[config.mk]
export PLATFORM = sky130hd
export DESIGN_NAME = core_block_loader_flat
export DESIGN_NICKNAME = d
export VERILOG_FILES = /design/src/rtl/core_block_loader_if.sv /design/src/rtl/core_block_loader.sv /design/src/flat_wrapper.sv
export SDC_FILE = /design/constraint.sdc
export NUM_CORES = 2
export LEC_CHECK = 0
export CORE_AREA = 4 4 341 343
export CTS_CLUSTER_SIZE = 10
export DETAILED_ROUTE_END_ITERATION = 7
export DIE_AREA = 0 0 345 347
export GPL_TIMING_DRIVEN = 0
export PLACE_DENSITY = 0.58
export SYNTH_ARGS = -nofsm -noshare
export SYNTH_HDL_FRONTEND = slang
export SYNTH_SLANG_ARGS = --single-unit
[constraint.sdc]
create_clock -name clk -period 5.17 [get_ports clk]
set_input_delay 0.7755 -clock clk [delete_from_list [all_inputs] [get_ports clk]]
set_output_delay 0.7755 -clock clk [all_outputs]
set_load 0.02 [all_outputs]
[src/rtl/core_block_loader_if.sv]
// Bundle between the memory manager / hash engine (master) and the block loader (slave).
// Carries block-word shifting, the assembled block, and the solution-claim handshake.
interface core_block_loader_if #(
  parameter int DATAWIDTH = 32,
  parameter int NWORDS    = 24
);
  logic                              start_in;
  logic                              shift_in_enable;
  logic [DATAWIDTH-1:0]              data_in;
  logic [8*DATAWIDTH-1:0]            mid_state;
  logic [(NWORDS-8)*DATAWIDTH-1:0]   head_data;
  logic                              block_valid;
  logic                              block_load;
  logic [4:0]                        word_count;
  logic                              nonce_valid;
  logic [DATAWIDTH-1:0]              nonce_in;
  logic                              sol_claim;
  logic [DATAWIDTH-1:0]              nonce_out;
  logic                              sol_response;
  logic                              protocol_err;

  modport master (
    output start_in, shift_in_enable, data_in, nonce_valid, nonce_in, sol_response,
    input  mid_state, head_data, block_valid, block_load, word_count,
           sol_claim, nonce_out, protocol_err
  );

  modport slave (
    input  start_in, shift_in_enable, data_in, nonce_valid, nonce_in, sol_response,
    output mid_state, head_data, block_valid, block_load, word_count,
           sol_claim, nonce_out, protocol_err
  );
endinterface

[src/rtl/core_block_loader.sv]
// Assembles midstate + header words into a block and runs a one-claim-per-block nonce handshake.
// Block outputs update one cycle after the triggering shift; sol_claim is decoded from the CLAIM state.
module core_block_loader #(
  parameter int DATAWIDTH = 32,
  parameter int NWORDS    = 24
) (
  input logic               clk,
  input logic               reset,
  core_block_loader_if.slave bus
);
  localparam int         MID_WORDS  = 8;
  localparam int         HEAD_WORDS = NWORDS - MID_WORDS;
  localparam logic [4:0] LAST_IDX   = 5'(NWORDS - 1);

  typedef enum logic [2:0] {IDLE, LOAD, READY, CLAIM, DONE} state_t;
  state_t state;

  // A claim in flight always completes, so start_in has no effect in CLAIM.
  logic restart;
  assign restart = bus.start_in && (state != CLAIM);

  assign bus.sol_claim = (state == CLAIM);

  always_ff @(posedge clk) begin
    if (!reset) begin
      state            <= IDLE;
      bus.mid_state    <= '0;
      bus.head_data    <= '0;
      bus.word_count   <= '0;
      bus.nonce_out    <= '0;
      bus.block_valid  <= 1'b0;
      bus.block_load   <= 1'b0;
      bus.protocol_err <= 1'b0;
    end else begin
      bus.block_load <= 1'b0;
      if (restart) begin
        state            <= LOAD;
        bus.word_count   <= '0;
        bus.block_valid  <= 1'b0;
        bus.protocol_err <= 1'b0;
      end else begin
        case (state)
          LOAD: begin
            if (bus.shift_in_enable) begin
              for (int i = 0; i < MID_WORDS; i++) begin
                if (bus.word_count == 5'(i))
                  bus.mid_state[i*DATAWIDTH +: DATAWIDTH] <= bus.data_in;
              end
              for (int i = 0; i < HEAD_WORDS; i++) begin
                if (bus.word_count == 5'(i + MID_WORDS))
                  bus.head_data[i*DATAWIDTH +: DATAWIDTH] <= bus.data_in;
              end
              bus.word_count <= bus.word_count + 5'd1;
              if (bus.word_count == LAST_IDX) begin
                state           <= READY;
                bus.block_valid <= 1'b1;
                bus.block_load  <= 1'b1;
              end
            end
          end
          READY: begin
            if (bus.nonce_valid) begin
              bus.nonce_out <= bus.nonce_in;
              state         <= CLAIM;
            end
            if (bus.shift_in_enable) bus.protocol_err <= 1'b1;
          end
          CLAIM: begin
            if (bus.sol_response) state <= DONE;
            if (bus.shift_in_enable) bus.protocol_err <= 1'b1;
          end
          IDLE, DONE: begin
            if (bus.shift_in_enable) bus.protocol_err <= 1'b1;
          end
          default: state <= IDLE;
        endcase
      end
    end
  end
endmodule
[src/flat_wrapper.sv]
// flat-port wrapper written by rule: the top's interface ports become plain ports
module core_block_loader_flat 
#(
  parameter int DATAWIDTH = 32,
  parameter int NWORDS    = 24
)
  (clk, reset, bus_start_in, bus_shift_in_enable, bus_data_in, bus_nonce_valid, bus_nonce_in, bus_sol_response, bus_mid_state, bus_head_data, bus_block_valid, bus_block_load, bus_word_count, bus_sol_claim, bus_nonce_out, bus_protocol_err);
  core_block_loader_if #(.DATAWIDTH(DATAWIDTH), .NWORDS(NWORDS)) bus_i ();
  input logic clk;
  input logic reset;
  input wire logic [$bits(bus_i.start_in)-1:0] bus_start_in;
  input wire logic [$bits(bus_i.shift_in_enable)-1:0] bus_shift_in_enable;
  input wire logic [$bits(bus_i.data_in)-1:0] bus_data_in;
  input wire logic [$bits(bus_i.nonce_valid)-1:0] bus_nonce_valid;
  input wire logic [$bits(bus_i.nonce_in)-1:0] bus_nonce_in;
  input wire logic [$bits(bus_i.sol_response)-1:0] bus_sol_response;
  output wire logic [$bits(bus_i.mid_state)-1:0] bus_mid_state;
  output wire logic [$bits(bus_i.head_data)-1:0] bus_head_data;
  output wire logic [$bits(bus_i.block_valid)-1:0] bus_block_valid;
  output wire logic [$bits(bus_i.block_load)-1:0] bus_block_load;
  output wire logic [$bits(bus_i.word_count)-1:0] bus_word_count;
  output wire logic [$bits(bus_i.sol_claim)-1:0] bus_sol_claim;
  output wire logic [$bits(bus_i.nonce_out)-1:0] bus_nonce_out;
  output wire logic [$bits(bus_i.protocol_err)-1:0] bus_protocol_err;
  assign bus_i.start_in = bus_start_in;
  assign bus_i.shift_in_enable = bus_shift_in_enable;
  assign bus_i.data_in = bus_data_in;
  assign bus_i.nonce_valid = bus_nonce_valid;
  assign bus_i.nonce_in = bus_nonce_in;
  assign bus_i.sol_response = bus_sol_response;
  assign bus_mid_state = bus_i.mid_state;
  assign bus_head_data = bus_i.head_data;
  assign bus_block_valid = bus_i.block_valid;
  assign bus_block_load = bus_i.block_load;
  assign bus_word_count = bus_i.word_count;
  assign bus_sol_claim = bus_i.sol_claim;
  assign bus_nonce_out = bus_i.nonce_out;
  assign bus_protocol_err = bus_i.protocol_err;
  core_block_loader #(.DATAWIDTH(DATAWIDTH), .NWORDS(NWORDS)) u_core (.clk(clk), .reset(reset), .bus(bus_i));
endmodule
==> results.py <==
metrics = {
    "outcome": {
        "status": "finished with violations",
        "violations": "max-capacitance violations, max-slew violations",
    },
    "worst_hold_path": {
        "hp-class": "reg -> reg",
        "hold_depth": 2,
    },
    "timing": {
        "hold_ws_ns": 0.451,
        "min_period_ns": 4.45,
        "fin_ws_ns": 0.722,
        "tns_ns": 0,
        "fin_crit_sh": 0.860,
        "report.final.slew_viol_count": 66,
        "tightest_slew_ns": 1.56,
        "setup_violations": 0,
        "finalHoldViolations": 0,
        "rsz0062_at_grt": "no",
        "skew_ns": 0.0439,
        "fmax_ghz": 0.225,
        "relSlewSlack": -0.0407,
    },
    "global_routing": {
        "grt_use_total": 0.259,
        "grt_start_max_net_pins": 16,
        "antenna_found_initial": 13,
        "grt_overflow": 0,
        "grt_pass1_vias": 29200,
        "grt_first_pass_wirelength_microns": 226000,
    },
    "floorplanning": {
        "pin_count": 879,
        "die_area_sq_mm": 0.120,
        "die_w_microns": 345,
        "chipHeight_microns": 347,
        "rows": 124,
        "initial_core_util": 0.277,
        "coreArea_sq_mm": 0.114,
    },
    "clocking": {
        "post_cts_resized": 0,
        "clk_path_buf_depth": 3,
        "cts_sinks": 811,
        "clk_latency_ns": 0.68,
        "cts_root_buf": "clkbuf_16",
        "h-tree-depth": 3,
        "cts_tree": "done",
        "cts_setup_buffers": 0,
        "hold_buffers": 0,
        "cts_buffers": 97,
        "path_clk_slew_ns": 0.06,
    },
    "place": {
        "placed_area_sq_mm": 0.0418,
        "place_ws_ns": 0.818,
        "io_buffers": 843,
        "dp_hpwl_microns": 123000,
        "gp_congestion": 0.882,
        "place_inst": 5633,
    },
    "synth": {
        "yosysUniqueCellTypes": 44,
        "netlist_area_sq_mm": 0.0315,
        "ys_seq_area_frac": 0.515,
        "ys_ff_latch": 811,
        "synthArstFlopShare": 0,
        "synth_edf_count": 0,
        "netlist_instances": 3278,
        "syn_avg_cell_area_sq_um": 9.61,
        "ys_warn_count": 0,
        "synth-main-ff-cell": "dfxtp_1",
        "syn_nets": 3353,
    },
    "detailed_routing": {
        "wl_microns": 164000,
        "drt_iter0_drc": 2628,
        "dr.pass1.iters": 6,
        "vias": 30000,
        "drcViolationCount": 0,
        "wl_per_cell_microns": 28.5,
        "vias_per_cell": 5.21,
        "drtAntennaViolNets": 0,
    },
    "power": {
        "p_per_area_mw_per_mm2": 299,
        "p_total_mw": 13.3,
        "power.share.sequential": 0.470,
        "swShare": 0.253,
        "power.switching_mw": 3.38,
        "combPwrFrac": 0.052,
        "peakVddDrop_uv": 233,
        "p_leak_nw": 17.1,
        "internal_power_mw": 9.96,
        "pwr-share-clk": 0.479,
    },
    "layout": {
        "utilization": 0.394,
        "regArea_sq_mm": 0.0162,
        "fin_cells": 5768,
        "drive_above_1_share": 0.0569,
        "nFillCells": 11300,
        "multiInputGateArea_sq_mm": 0.0135,
        "final_area_sq_mm": 0.0447,
        "fin_nets": 4295,
        "area_delta_synth_final_pct": 41.8,
    },
    "setup_path": {
        "critPathMaxFanout": 10,
        "path_class": "reg -> reg",
        "reg2reg_slack_ns": 0.72,
        "cp.required_ns": 5.71,
        "start_kind": "flop",
        "rr_worst_depth": 11,
        "endpoint_kind": "flop",
        "arrival_ns": 4.98,
    },
    "flow_run": {
        "drv_cap": 6,
    },
}
## power by group through the flow
stage	sequential (mW)	clock, mW	combinational, mW
floorplan	6.41	0	0.304
global placement	6.40	0	0.680
detailed placement	6.40	0	0.681
CTS	6.27	6.49	0.683
global route	6.26	6.73	0.716
finish	6.27	6.39	0.689
## layer usage
metal / vias to the layer above / GRT usage / share of wire
met5: - / 0 / 0.00038
met4: 10 / 0.113 / 0.047
met3: 311 / 0.102 / 0.10
met2: 1465 / 0.417 / 0.45
met1: 14600 / 0.306 / 0.40
li1: 13600 / - / -
## synthesized netlist by cell type, types with 4 or more instances
cell      instances  area [sq um]
a21boi_0         33           248
a21oi_1         294          1470
and3_1           32           200
buf_1            19          71.3
buf_2            95           475
buf_4             8          60.1
clkbuf_1        299          1120
dfxtp_1         811         16200
ha_1              5          62.6
inv_1            12          45.0
mux2i_1         482          4820
nand2_1         515          1930
nand4_1         297          1860
nor2_1            7          26.3
nor2b_1           4          25.0
nor4b_4           4          95.1
o21a_1           32           240
o31ai_1         288          2160
## cell type report
class | count | area share
well taps | 1512 | 0.0423
repair buffers | 843 | 0.189
inverters | 13 | 0.00109
plain buffers | 424 | 0.0395
multi-input cells | 2030 | 0.301
clock buffers | 116 | 0.0581
clock inverters | 16 | 0.00532
flip-flops and latches | 811 | 0.363
diodes | 3 | 0.000168
## state kept, by name (all words and copies together), names as in the netlist
name                     count
u_core.bus.protocol_err      1
u_core.bus.word_count        5
u_core.bus.block_valid       1
u_core.bus.head_data       512
u_core.bus.block_load        1
u_core.bus.mid_state       256
u_core.state                 3
u_core.bus.nonce_out        32
## critical path: stages, from the launching register on
cell      delay, ns
dfxtp_1        0.45
ha_1           0.19
clkbuf_1       0.77
clkinv_1       0.79
clkbuf_1       0.44
nor2_1         0.20
ha_1           0.19
clkbuf_1       0.34
inv_1          0.23
clkbuf_1       0.28
o31ai_1        0.30
a21oi_1        0.10
## layout by cell type, fill, tap and decap left out, drive strengths merged, types with 7 or more instances in the layout
master         netlist  layout
nand4              300     300
mux2i              482     482
dfxtp              811     811
a21boi              33      33
and3                32      32
nor2                 7       7
a21oi              294     294
clkbuf             299     415
clkdlybuf4s50        0     843
inv                 12      16
nand2              515     515
o21a                32      32
clkinv               1      10
o31ai              288     288
buf                125     125
## cell families after synthesis
kind of cell,Yosys count,synth area share
adders and majority gates,5,0.00199
and+or+nand+nor,885,0.139
AOI/OAI and AO/OA,657,0.133
buffers and inverters,437,0.0575
xor gates and xnor gates,1,0.000278
muxes,482,0.153
DFF,811,0.515
## final timing paths
path,startpoint,end
worst max-delay path,u_core.bus.word_count[1],u_core.bus.head_data[237]
worst min-delay path,u_core.bus.head_data[195],u_core.bus.head_data[195]
worst max register to register,u_core.bus.word_count[1],u_core.bus.head_data[237]
worst min register to register,u_core.bus.head_data[195],u_core.bus.head_data[195]
No activity file was read; power rests on OpenSTA's default activity.
